File: src/rtl/srlzr_pkg.sv
// Shared state encoding and sizing helpers for the PISO sequencer.
// Define SRLZR_PARITY_EN to append an even-parity bit to every frame.
package srlzr_pkg;

    typedef enum logic [1:0] {
        S_IDLE  = 2'd0,
        S_LOAD  = 2'd1,
        S_SHIFT = 2'd2,
        S_GAP   = 2'd3
    } state_e;

`ifdef SRLZR_PARITY_EN
    localparam int unsigned PARITY_BITS = 1;
`else
    localparam int unsigned PARITY_BITS = 0;
`endif

    function automatic int unsigned frame_w(input int unsigned data_width);
        return data_width + PARITY_BITS;
    endfunction

    // Bits needed to hold 0..n-1, never less than one.
    function automatic int unsigned cnt_w(input int unsigned n);
        return (n <= 1) ? 1 : $clog2(n);
    endfunction

endpackage

File: src/rtl/srlzr_baud_cnt.sv
// Bit-period counter: advances only while running and enabled, wraps on terminal count.
module srlzr_baud_cnt
    import srlzr_pkg::*;
#(
    parameter int unsigned CLKS_PER_BIT = 4
) (
    input  logic i_clk,
    input  logic i_rst_n,
    input  logic i_clr,
    input  logic i_run,
    input  logic i_en,
    output logic o_tc
);

    localparam int unsigned BAUD_W = cnt_w(CLKS_PER_BIT);
    localparam logic [BAUD_W-1:0] BAUD_LAST = BAUD_W'(CLKS_PER_BIT - 1);

    logic [BAUD_W-1:0] r_cnt;
    logic              w_step;

    assign w_step = i_run && i_en;
    assign o_tc   = w_step && (r_cnt == BAUD_LAST);

    always_ff @(posedge i_clk or negedge i_rst_n) begin
        if (!i_rst_n) begin
            r_cnt <= '0;
        end else if (i_clr || o_tc) begin
            r_cnt <= '0;
        end else if (w_step) begin
            r_cnt <= r_cnt + 1'b1;
        end
    end

endmodule

File: src/rtl/srlzr_ctrl.sv
// Serializer sequencer: accepts a word, strobes PISO load then shifts at the bit rate,
// then holds off for an inter-frame gap. Parity bit added when SRLZR_PARITY_EN is defined.
module srlzr_ctrl
    import srlzr_pkg::*;
#(
    parameter  int unsigned DATA_WIDTH   = 8,
    parameter  int unsigned CLKS_PER_BIT = 4,
    parameter  int unsigned IDLE_GAP     = 2,
    localparam int unsigned FRAME_W      = frame_w(DATA_WIDTH)
) (
    input  logic                  i_clk,
    input  logic                  i_rst_n,
    input  logic                  i_en,
    input  logic                  i_s_valid,
    input  logic [DATA_WIDTH-1:0] i_s_data,
    output logic                  o_s_ready,
    output logic                  o_piso_load,
    output logic                  o_piso_shift,
    output logic [FRAME_W-1:0]    o_piso_data,
    output logic                  o_busy,
    output logic                  o_frame_done
);

    localparam int unsigned BIT_W = cnt_w(FRAME_W + 1);
    localparam int unsigned GAP_W = cnt_w(IDLE_GAP);
    localparam logic [BIT_W-1:0] BIT_LAST = BIT_W'(FRAME_W - 1);
    localparam logic [GAP_W-1:0] GAP_LAST = GAP_W'((IDLE_GAP > 0) ? IDLE_GAP - 1 : 0);

    state_e             r_state;
    state_e             w_state_d;
    logic               r_armed;
    logic [BIT_W-1:0]   r_bit_cnt;
    logic [BIT_W-1:0]   w_bit_cnt_d;
    logic [GAP_W-1:0]   r_gap_cnt;
    logic [GAP_W-1:0]   w_gap_cnt_d;
    logic [FRAME_W-1:0] r_data;
    logic [FRAME_W-1:0] w_frame;
    logic               w_accept;
    logic               w_tc;
    logic               w_last_bit;

`ifdef SRLZR_PARITY_EN
    assign w_frame = {^i_s_data, i_s_data};
`else
    assign w_frame = i_s_data;
`endif

    // r_armed keeps s_ready low until the first edge after reset release.
    assign o_s_ready   = (r_state == S_IDLE) && r_armed;
    assign w_accept    = o_s_ready && i_s_valid;
    assign o_busy      = (r_state != S_IDLE);
    assign o_piso_data = r_data;
    assign w_last_bit  = (r_bit_cnt == BIT_LAST);

    srlzr_baud_cnt #(
        .CLKS_PER_BIT (CLKS_PER_BIT)
    ) u_baud_cnt (
        .i_clk   (i_clk),
        .i_rst_n (i_rst_n),
        .i_clr   (r_state == S_LOAD),
        .i_run   (r_state == S_SHIFT),
        .i_en    (i_en),
        .o_tc    (w_tc)
    );

    always_comb begin
        w_state_d    = r_state;
        w_bit_cnt_d  = r_bit_cnt;
        w_gap_cnt_d  = r_gap_cnt;
        o_piso_load  = 1'b0;
        o_piso_shift = 1'b0;
        o_frame_done = 1'b0;
        unique case (r_state)
            S_IDLE: begin
                if (w_accept) begin
                    w_state_d = S_LOAD;
                end
            end
            S_LOAD: begin
                o_piso_load = 1'b1;
                w_bit_cnt_d = '0;
                w_state_d   = S_SHIFT;
            end
            S_SHIFT: begin
                if (w_tc) begin
                    o_piso_shift = 1'b1;
                    w_bit_cnt_d  = r_bit_cnt + 1'b1;
                    if (w_last_bit) begin
                        o_frame_done = 1'b1;
                        w_gap_cnt_d  = '0;
                        w_state_d    = (IDLE_GAP == 0) ? S_IDLE : S_GAP;
                    end
                end
            end
            S_GAP: begin
                if (r_gap_cnt == GAP_LAST) begin
                    w_state_d = S_IDLE;
                end else begin
                    w_gap_cnt_d = r_gap_cnt + 1'b1;
                end
            end
            default: begin
                w_state_d = S_IDLE;
            end
        endcase
    end

    always_ff @(posedge i_clk or negedge i_rst_n) begin
        if (!i_rst_n) begin
            r_state   <= S_IDLE;
            r_armed   <= 1'b0;
            r_bit_cnt <= '0;
            r_gap_cnt <= '0;
            r_data    <= '0;
        end else begin
            r_state   <= w_state_d;
            r_armed   <= 1'b1;
            r_bit_cnt <= w_bit_cnt_d;
            r_gap_cnt <= w_gap_cnt_d;
            if (w_accept) begin
                r_data <= w_frame;
            end
        end
    end

endmodule

File: config.mk
export PLATFORM = sky130hd
export DESIGN_NAME = srlzr_ctrl
export DESIGN_NICKNAME = d
export VERILOG_FILES = /design/src/rtl/srlzr_pkg.sv /design/src/rtl/srlzr_baud_cnt.sv /design/src/rtl/srlzr_ctrl.sv
export SDC_FILE = /design/constraint.sdc
export NUM_CORES = 1
export LEC_CHECK = 0
export BUFFER_PORTS_ARGS = -buffer_cell sky130_fd_sc_hd__buf_4
export CORE_MARGIN = 2
export CORE_UTILIZATION = 53
export DETAILED_ROUTE_END_ITERATION = 16
export PLACE_DENSITY = 0.81
export SYNTH_ARGS = -nofsm -noshare
export SYNTH_HDL_FRONTEND = slang
export SYNTH_SLANG_ARGS = --single-unit
File: constraint.sdc
create_clock -name i_clk -period 3.6 [get_ports i_clk]
set_clock_uncertainty 0.05 [all_clocks]
set_input_delay 0.36 -clock i_clk [delete_from_list [all_inputs] [get_ports i_clk]]
set_output_delay 0.36 -clock i_clk [all_outputs]
set_load 0.05 [all_outputs]
==> results.py, run 1 <==
metrics = {
    "clock_network": {
        "htree_levels": 1,
        "clk_pin_slew_ns": 0.10,
        "clockBufferDepth": 2,
        "cts_tree": "built",
        "cts_sinks": 18,
        "tritoncts.num_buffers": 3,
        "clock-root-buffer": "clkbuf_4",
        "cts_setup_buffers": 0,
        "clock_latency_ns": 0.28,
    },
    "power_and_ir_drop": {
        "ir_worst_vdd_v": 0.000578,
        "power_frac_clock": 0.098,
        "p_sw_frac": 0.471,
        "switchingPower_uw": 463,
        "p_per_area_nw_per_um2": 881,
        "sequentialPowerShare": 0.325,
        "power_uw": 984,
        "p_leak_nw": 0.567,
        "comb_power_share": 0.576,
        "p_int_uw": 521,
    },
    "placement": {
        "place_inst": 116,
        "io_buffers": 24,
        "dp_slack_ns": 1.72,
        "post-dp-hpwl_um": 1250,
        "globalplace.congestion": 0.782,
    },
    "cells_and_area": {
        "diodes": 0,
        "layout_common_cells": "24 x buf_4, 18 x dfrtp_1, 8 x inv_1, 7 x mux2_2, 6 x ha_1",
        "fillers": 112,
        "final_common_cell": "buf_4",
        "final_cells": 120,
        "finish.utilization": 0.725,
        "area_growth_pct": 25.6,
        "nets": 124,
        "drive_gt1_frac": 0.346,
    },
    "detailed_routing": {
        "ant_nets": 0,
        "initialDrtViolationCount": 13,
        "wl_per_cell_um": 13.7,
        "drt_wl_total_um": 1640,
        "drc": 0,
        "first_pass_iters": 4,
        "viasPerCell": 5.45,
        "vias": 654,
    },
    "floorplan": {
        "ios": 25,
        "initial_core_util": 0.577,
        "die_x_um": 45.0,
        "dieArea_um2": 2020,
        "fp.dieH_um": 45.0,
        "num_rows": 14,
        "core-area_um2": 1540,
    },
    "timing": {
        "fmax_ghz": 0.456,
        "final.min_clock_period_ns": 2.19,
        "finalHoldViolCount": 0,
        "finalSetupViolCount": 0,
        "timing.final.crit_share": 0.609,
        "rsz0062_at_grt": "no",
        "slew_viol_final": 0,
        "setup_tns_ns": 0,
        "layout_setup_ws_ns": 1.41,
    },
    "setup_path": {
        "end_kind": "output port",
        "crit_required_ns": 3.19,
        "crit_arrival_ns": 1.78,
        "critPathKind": "flip-flop to output port",
        "path_max_fanout": 9,
        "start_kind": "flip-flop",
    },
    "logic_synthesis": {
        "synth-seq-area-share": 0.506,
        "netlist_instances": 77,
        "syn_area_per_cell_um2": 11.6,
        "yosysWarnings": 0,
        "synth_nets": 95,
        "synth_area_um2": 890,
        "synth_seq_cells": 18,
        "synth_cell_types": 24,
    },
    "run": {
        "max-cap-violations": 0,
    },
    "hold_path": {
        "hold_path_class": "primary input to flip-flop",
    },
    "status": {
        "outcome": "completed",
    },
    "global_route": {
        "grt_overflow": 0,
        "grt_max_degree": 19,
        "grtUsageTotal": 0.196,
        "antenna_found_initial": 0,
        "grt_first_pass_wirelength_um": 2860,
        "grt_pass1_vias": 680,
    },
}
final cells by class:
class | count | area, µm² | share of cell area
multi-input combinational | 50 | 404 | 0.362
sequential | 18 | 450 | 0.403
timing repair buffer | 25 | 190 | 0.170
clock buffer | 3 | 22.5 | 0.0202
inverter | 8 | 30.0 | 0.0269
tap | 16 | 20.0 | 0.0179
routing by layer:
| layer | wire length, µm | part of all wire | GRT usage | vias to the layer above |
|---|---|---|---|---|
| met5 | 0 | 0 | 0 | - |
| met4 | 6 | 0.0037 | 0.0706 | 0 |
| met1 | 673 | 0.41 | 0.225 | 312 |
| met2 | 870 | 0.53 | 0.366 | 20 |
| li1 | - | - | - | 320 |
| met3 | 92 | 0.056 | 0.0280 | 2 |
worst max-delay path, stage by stage (launching register included):
cell and delay, ns:
dfrtp_1 0.42, inv_1 0.10, ha_1 0.35, nand3_1 0.26, inv_1 0.16, buf_4 0.21
registers in the layout (all words and copies together) (netlist names):
register,count
o_piso_data,8
r_bit_cnt,4
r_state,2
u_baud_cnt.r_cnt,2
r_armed,1
r_gap_cnt,1
worst paths after layout:
kind / start / to / slack (ns) / cells past startpoint
max reg2reg: r_state[0]$_DFFE_PN0P_ / r_state[1]$_DFFE_PN0P_ / 1.75 / 5
max in group asynchronous: i_rst_n / o_piso_data[1]$_DFFE_PN0P_ / 2.89 / 2
min in group asynchronous: i_rst_n / r_bit_cnt[1]$_DFFE_PN0P_ / 0.41 / 2
max: r_state[0]$_DFFE_PN0P_ / o_piso_shift / 1.41 / 5
min reg2reg: o_piso_data[4]$_DFFE_PN0P_ / o_piso_data[4]$_DFFE_PN0P_ / 0.46 / 1
min: i_s_data[2] / o_piso_data[2]$_DFFE_PN0P_ / 0.25 / 2
power groups by stage:
stage	logic (mW)	registers, mW	clock network, mW
after detailed placement	0.569	0.325	0
final	0.567	0.320	0.0968
after global placement	0.554	0.320	0
after CTS	0.571	0.321	0.103
after floorplan	0.253	0.480	0
after global routing	0.602	0.332	0.106
repair_timing:
item,in CTS,in global routing
endpoints found under the hold margin,18,0
gates resized for setup,0,0
setup endpoints to repair,0,0
hold buffers,1,0
kinds of logic (layout without fill, tap and decap cells):
kind of cell | after synthesis | after routing | synth area share
and+or+nand+nor | 19 | 19 | 0.121
muxes | 10 | 10 | 0.125
DFF | 18 | 18 | 0.506
other | 1 | 1 | 0.00422
AOI/OAI and AO/OA | 14 | 14 | 0.120
buffers and inverters | 9 | 36 | 0.0394
adders and majority gates | 6 | 6 | 0.0844
per-stage QoR:
step	hold slack [ns]	cell area [µm²]
after CTS	0.236	1120
after floorplan	0.0144	890
final	0.249	1120
after global placement	0.190	1080
after global routing	0.242	1120
after detailed placement	0.196	1080
synthesized netlist by cell type:
master	number	area share
a21oi_1	3	0.017
and2_1	1	0.0070
buf_2	1	0.0056
nor2_1	4	0.017
conb_1	1	0.0042
a31oi_1	1	0.0070
nand2b_1	1	0.0070
o21ai_0	5	0.028
nand4b_2	1	0.017
a2111oi_4	1	0.031
nand4b_1	1	0.0098
o21a_1	1	0.0084
a21boi_1	2	0.017
mux2_2	7	0.089
o32a_1	1	0.011
inv_1	8	0.034
or3_1	2	0.014
ha_1	6	0.084
nor2b_1	2	0.014
nand3_1	4	0.023
nand2_1	3	0.013
mux2i_1	1	0.011
dfrtp_1	18	0.51
mux2_1	2	0.025
(Power assumes the default switching activity.)
==> run 2: changes to the inputs <==
--- a/config.mk
+++ b/config.mk
@@ -7,9 +7,9 @@
 export LEC_CHECK = 0
 export BUFFER_PORTS_ARGS = -buffer_cell sky130_fd_sc_hd__buf_4
 export CORE_MARGIN = 2
-export CORE_UTILIZATION = 53
+export CORE_UTILIZATION = 45
 export DETAILED_ROUTE_END_ITERATION = 16
-export PLACE_DENSITY = 0.81
+export PLACE_DENSITY = 0.73
 export SYNTH_ARGS = -nofsm -noshare
 export SYNTH_HDL_FRONTEND = slang
 export SYNTH_SLANG_ARGS = --single-unit
==> constraint.sdc (replaced) <==
create_clock -name i_clk -period 1.79 [get_ports i_clk]
set_clock_uncertainty 0.05 [all_clocks]
set_input_delay 0.179 -clock i_clk [delete_from_list [all_inputs] [get_ports i_clk]]
set_output_delay 0.179 -clock i_clk [all_outputs]
set_load 0.05 [all_outputs]
==> run 2 against run 1 <==
Sequential share of layout area is 3.9 points lower. Combinational power rose by 120%. Critical path depth increased by 1. Worst hold slack worse by 0.21 ns. Sequential cell count stayed put. Global-route usage decreased by 3.3 points. Via count grew 8.0%. Worst setup slack worse by 1.4 ns. Sequential power is 100% higher. Non-clock buffer count grew 6. Clock power increased to 2.6 times the previous value. Design area is 11% higher. Critical endpoint is now r_state[1]$_DFFE_PN0P_. Largest power group unchanged.
==> results.py, run 2 (synthesized netlist as in run 1, its figures left out) <==
metrics = {
    "status": {
        "outcome": "completed",
    },
    "timing": {
        "layout_setup_ws_ns": 0.00106,
        "finalHoldViolCount": 0,
        "holdWs_ns": 0.0417,
        "finalSetupViolCount": 0,
        "timing.final.crit_share": 0.999,
        "rsz0062_at_grt": "yes",
        "fmax_ghz": 0.559,
        "slew_viol_final": 0,
        "final.min_clock_period_ns": 1.79,
        "setup_tns_ns": 0,
    },
    "hold_path": {
        "hp-start": "i_s_data[0]",
        "hold_path_class": "primary input to flip-flop",
    },
    "detailed_routing": {
        "first_pass_iters": 3,
        "ant_nets": 0,
        "drt_wl_total_um": 1780,
        "viasPerCell": 5.12,
        "initialDrtViolationCount": 5,
        "wl_per_cell_um": 12.9,
        "vias": 706,
        "drc": 0,
    },
    "setup_path": {
        "path_max_fanout": 3,
        "path_cells": "inv_2 -> ha_2 -> buf_4 -> nor2b_1 -> a2111oi_4 -> mux2_4",
        "slowest_stage": "dfrtp_1",
        "cp_num_buf_inv": 2,
        "crit_required_ns": 1.93,
        "crit_arrival_ns": 1.93,
        "crit_path_max_incr_delay_ns": 0.42,
        "critPathKind": "flip-flop to flip-flop",
        "r2r_start": "r_state[0]$_DFFE_PN0P_",
        "start_kind": "flip-flop",
        "crit_start": "r_state[0]$_DFFE_PN0P_",
        "critPathTopFamily": "flip-flops",
        "end_kind": "flip-flop",
    },
    "clock_network": {
        "clock-root-buffer": "clkbuf_4",
        "clock_latency_ns": 0.29,
        "htree_levels": 1,
        "tritoncts.num_buffers": 3,
        "cts_tree": "built",
        "clk_pin_slew_ns": 0.11,
        "clockBufferDepth": 2,
        "cts_sinks": 18,
    },
    "floorplan": {
        "fp.dieH_um": 48.5,
        "ios": 25,
        "initial_core_util": 0.463,
        "num_rows": 16,
        "dieArea_um2": 2350,
        "core-area_um2": 1920,
        "die_x_um": 48.5,
    },
    "power_and_ir_drop": {
        "power_mw": 2.17,
        "p_per_area_nw_per_um2": 1750,
        "ir_worst_vdd_v": 0.00101,
        "p_leak_nw": 0.620,
    },
    "cells_and_area": {
        "fillers": 162,
        "final_cells": 138,
        "final_common_cell": "buf_4",
        "drive_gt1_frac": 0.468,
        "multi_input_area_um2": 448,
        "largest_reg_flops": 8,
        "diodes": 0,
        "seqCellArea_um2": 450,
        "final_area_um2": 1240,
        "layout_common_cells": "29 x buf_4, 18 x dfrtp_1, 7 x inv_1, 7 x mux2_2, 5 x o21ai_0",
        "nets": 130,
        "finish.utilization": 0.644,
        "area_growth_pct": 39.1,
    },
    "placement": {
        "place_area_um2": 1130,
        "post-dp-hpwl_um": 1280,
        "dp_slack_ns": 0.0618,
        "globalplace.congestion": 0.767,
        "place_inst": 131,
        "io_buffers": 24,
    },
    "global_route": {
        "grt_first_pass_wirelength_um": 3050,
        "grtUsageTotal": 0.163,
        "antenna_found_initial": 0,
        "grt_overflow": 0,
        "grt_pass1_vias": 743,
        "grt_max_degree": 19,
    },
    "run": {
        "max-cap-violations": 0,
    },
}
run 2: cell types whose count changed in the layout (fill, tap and decap cells not counted), moves of 2 or more:
cell	previous run	this run
nand2_1	3	1
buf_4	24	29
ha_1	6	3
ha_2	0	2
nand2_2	0	2
run 2: cell type report:
cell class,instances,area share
Timing Repair Buffer,31,0.193
Inverter,8,0.0243
Sequential cell,18,0.364
Clock buffer,4,0.0293
Multi-Input combinational cell,50,0.362
Tap cell,27,0.0273
run 2: timing repair:
action                                  4_1_cts  5_1_grt
pin swaps                                     0        2
endpoints found under the hold margin        18        0
setup buffers                                 1        1
gates resized for setup                       2       10
endpoints found under the setup margin        1       11
hold buffers                                  1        0
run 2: final timing paths:
path | endpoint | depth (start not counted) | slack [ns]
setup / recovery | r_state[1]$_DFFE_PN0P_ | 6 | 0.001
setup reg to reg | r_state[1]$_DFFE_PN0P_ | 6 | 0.001
min in group asynchronous | u_baud_cnt.r_cnt[1]$_DFFE_PN0P_ | 2 | 0.23
hold / removal | o_piso_data[0]$_DFFE_PN0P_ | 2 | 0.04
max in group asynchronous | o_piso_data[7]$_DFFE_PN0P_ | 2 | 1.26
hold reg to reg | o_piso_data[0]$_DFFE_PN0P_ | 1 | 0.45
run 2: power breakdown:
| part | total [mW] | internal [mW] | switching [mW] |
|---|---|---|---|
| clock | 0.250 | 0.124 | 0.126 |
| combinational | 1.26 | 0.506 | 0.758 |
| sequential | 0.652 | 0.553 | 0.0994 |
run 2: metal layers:
metal / vias to the layer above / wire length [µm] / GRT usage
met4: 0 / 6 / 0.0429
met1: 345 / 740 / 0.206
met5: - / 0 / 0
li1: 335 / - / -
met3: 2 / 114 / 0.0432
met2: 24 / 917 / 0.278
==> run 3: changes to the inputs <==
--- a/config.mk
+++ b/config.mk
@@ -5,7 +5,7 @@
 export SDC_FILE = /design/constraint.sdc
 export NUM_CORES = 1
 export LEC_CHECK = 0
-export BUFFER_PORTS_ARGS = -buffer_cell sky130_fd_sc_hd__buf_4
+export BUFFER_PORTS_ARGS = -buffer_cell sky130_fd_sc_hd__clkbuf_2
 export CORE_MARGIN = 2
 export CORE_UTILIZATION = 45
 export DETAILED_ROUTE_END_ITERATION = 16
==> run 3 against run 2 <==
Clock power hardly changed. Clock-buffer cell count stayed put. Register-to-register slack better by 0.099 ns. Worst setup slack better by 0.076 ns. Via count is 7.1% lower. Utilization is 3.8 points lower. Combinational power is 12% lower. Maximum frequency is 4.4% higher. Sequential cell count stayed put. First-iteration DRC count is 60% lower. Critical path depth stayed put. Non-clock buffer count is 4 lower. Largest cell class unchanged. Largest power group unchanged.
==> results.py, run 3 (synthesized netlist as in run 1, its figures left out) <==
metrics = {
    "setup_path": {
        "crit_arrival_ns": 1.48,
        "path_max_fanout": 7,
        "r2r_start": "r_state[0]$_DFFE_PN0P_",
        "end_kind": "output port",
        "slowest_stage": "dfrtp_1",
        "start_kind": "flip-flop",
        "crit_required_ns": 1.56,
        "critPathTopFamily": "flip-flops",
        "crit_start": "r_state[0]$_DFFE_PN0P_",
        "path_cells": "inv_2 -> ha_2 -> buf_6 -> nand2_4 -> nor2_4 -> buf_8",
        "cp_num_buf_inv": 3,
        "critPathKind": "flip-flop to output port",
        "crit_path_max_incr_delay_ns": 0.43,
    },
    "timing": {
        "timing.final.crit_share": 0.957,
        "finalHoldViolCount": 0,
        "slew_viol_final": 0,
        "fmax_ghz": 0.584,
        "finalSetupViolCount": 0,
        "final.min_clock_period_ns": 1.71,
    },
    "cells_and_area": {
        "fillers": 168,
        "drive_gt1_frac": 0.458,
        "layout_common_cells": "21 x clkbuf_2, 18 x dfrtp_1, 7 x mux2_2, 6 x inv_1, 5 x o21ai_0",
        "final_common_cell": "clkbuf_2",
        "largest_reg_flops": 8,
        "multi_input_area_um2": 444,
        "nets": 126,
        "diodes": 0,
        "finish.utilization": 0.605,
        "seqCellArea_um2": 450,
        "area_growth_pct": 30.8,
        "final_cells": 134,
    },
    "detailed_routing": {
        "ant_nets": 0,
        "drc": 0,
        "wl_per_cell_um": 12.0,
        "initialDrtViolationCount": 2,
        "first_pass_iters": 4,
        "viasPerCell": 4.90,
        "vias": 656,
        "drt_wl_total_um": 1610,
    },
    "power_and_ir_drop": {
        "power_mw": 2.01,
        "sequentialPowerShare": 0.323,
        "p_int_mw": 1.05,
        "p_per_area_nw_per_um2": 1730,
        "power_frac_clock": 0.123,
        "switchingPower_uw": 962,
        "ir_worst_vdd_v": 0.00105,
        "p_sw_frac": 0.479,
        "comb_power_share": 0.554,
        "p_leak_nw": 0.590,
    },
    "floorplan": {
        "dieArea_um2": 2350,
        "fp.dieH_um": 48.5,
        "num_rows": 16,
        "initial_core_util": 0.463,
        "die_x_um": 48.5,
        "ios": 25,
        "core-area_um2": 1920,
    },
    "clock_network": {
        "cts_tree": "built",
        "cts_setup_buffers": 0,
        "clockBufferDepth": 2,
        "tritoncts.num_buffers": 3,
        "htree_levels": 1,
        "clock-root-buffer": "clkbuf_4",
        "clock_latency_ns": 0.29,
        "clk_pin_slew_ns": 0.11,
        "cts_sinks": 18,
    },
    "global_route": {
        "grt_pass1_vias": 652,
        "grt_overflow": 0,
        "grt_max_degree": 19,
        "antenna_found_initial": 0,
        "grt_first_pass_wirelength_um": 2770,
        "grtUsageTotal": 0.152,
    },
    "placement": {
        "place_inst": 129,
        "post-dp-hpwl_um": 1220,
        "io_buffers": 24,
        "globalplace.congestion": 0.765,
    },
    "status": {
        "outcome": "completed",
    },
    "run": {
        "max-cap-violations": 0,
    },
    "hold_path": {
        "hp-start": "i_s_data[0]",
        "hold_path_class": "primary input to flip-flop",
    },
}
run 3: cell types whose count changed in the layout (fill, tap and decap cells not counted), sizes merged:
| cell | before | now |
|---|---|---|
| buf | 30 | 5 |
| clkbuf | 4 | 25 |
run 3: path summary, 6_finish.rpt:
path,endpoint,slack (ns),depth (start not counted)
max,o_frame_done,0.08,6
min,o_piso_data[0]$_DFFE_PN0P_,0.06,2
max reg2reg,r_state[1]$_DFFE_PN0P_,0.10,4
min reg2reg,o_piso_data[4]$_DFFE_PN0P_,0.47,1
max in group asynchronous,r_bit_cnt[1]$_DFFE_PN0P_,1.07,2
min in group asynchronous,u_baud_cnt.r_cnt[1]$_DFFE_PN0P_,0.31,2
run 3: power by group through the flow:
stage          clock network, mW  registers [mW]  logic, mW
2_1_floorplan                  0           0.965      0.510
3_3_place_gp                   0           0.645       1.05
3_5_place_dp                   0           0.653       1.07
4_1_cts                    0.256           0.646       1.09
5_1_grt                    0.277           0.670       1.20
6_report                   0.247           0.648       1.11
run 3: area by class of cell:
cell class                 instances  share of cell area
inverter                           8              0.0258
sequential                        18               0.387
clock buffer                       4              0.0312
timing repair buffer              27               0.145
multi-input combinational         50               0.382
tap                               27              0.0290
run 3: layer usage:
metal  up-vias  global-route usage  part of all wire
met5         -                   0                 0
met4         0              0.0571            0.0031
met3         2              0.0185             0.044
met2        20               0.273              0.52
met1       306               0.187              0.44
li1        328                   -                 -
run 3: per-stage QoR:
stage               area, µm²  setup TNS, ns  worst slack (ns)  hold WS [ns]
floorplan                 891              0            0.0303        -0.167
global placement         1050              0             0.118        0.0969
detailed placement       1050              0            0.0687        0.0986
CTS                      1120              0           0.00528        0.0539
global route             1160        -0.0367           -0.0166        0.0440
finish                   1160              0            0.0767        0.0560
run 3: worst register-to-register path, cell delays in order (launching register included):
cell and delay, ns:
dfrtp_1 0.43, ha_1 0.24, nor2b_1 0.18, a2111oi_4 0.35
mux2_1 0.35
run 3: what timing repair did:
action                                  in CTS  in global routing
endpoints found under the hold margin       18                  0
endpoints found under the setup margin       2                 12
pin swaps                                    0                  1
gates resized for setup                      6                 14
hold buffers                                 1                  0
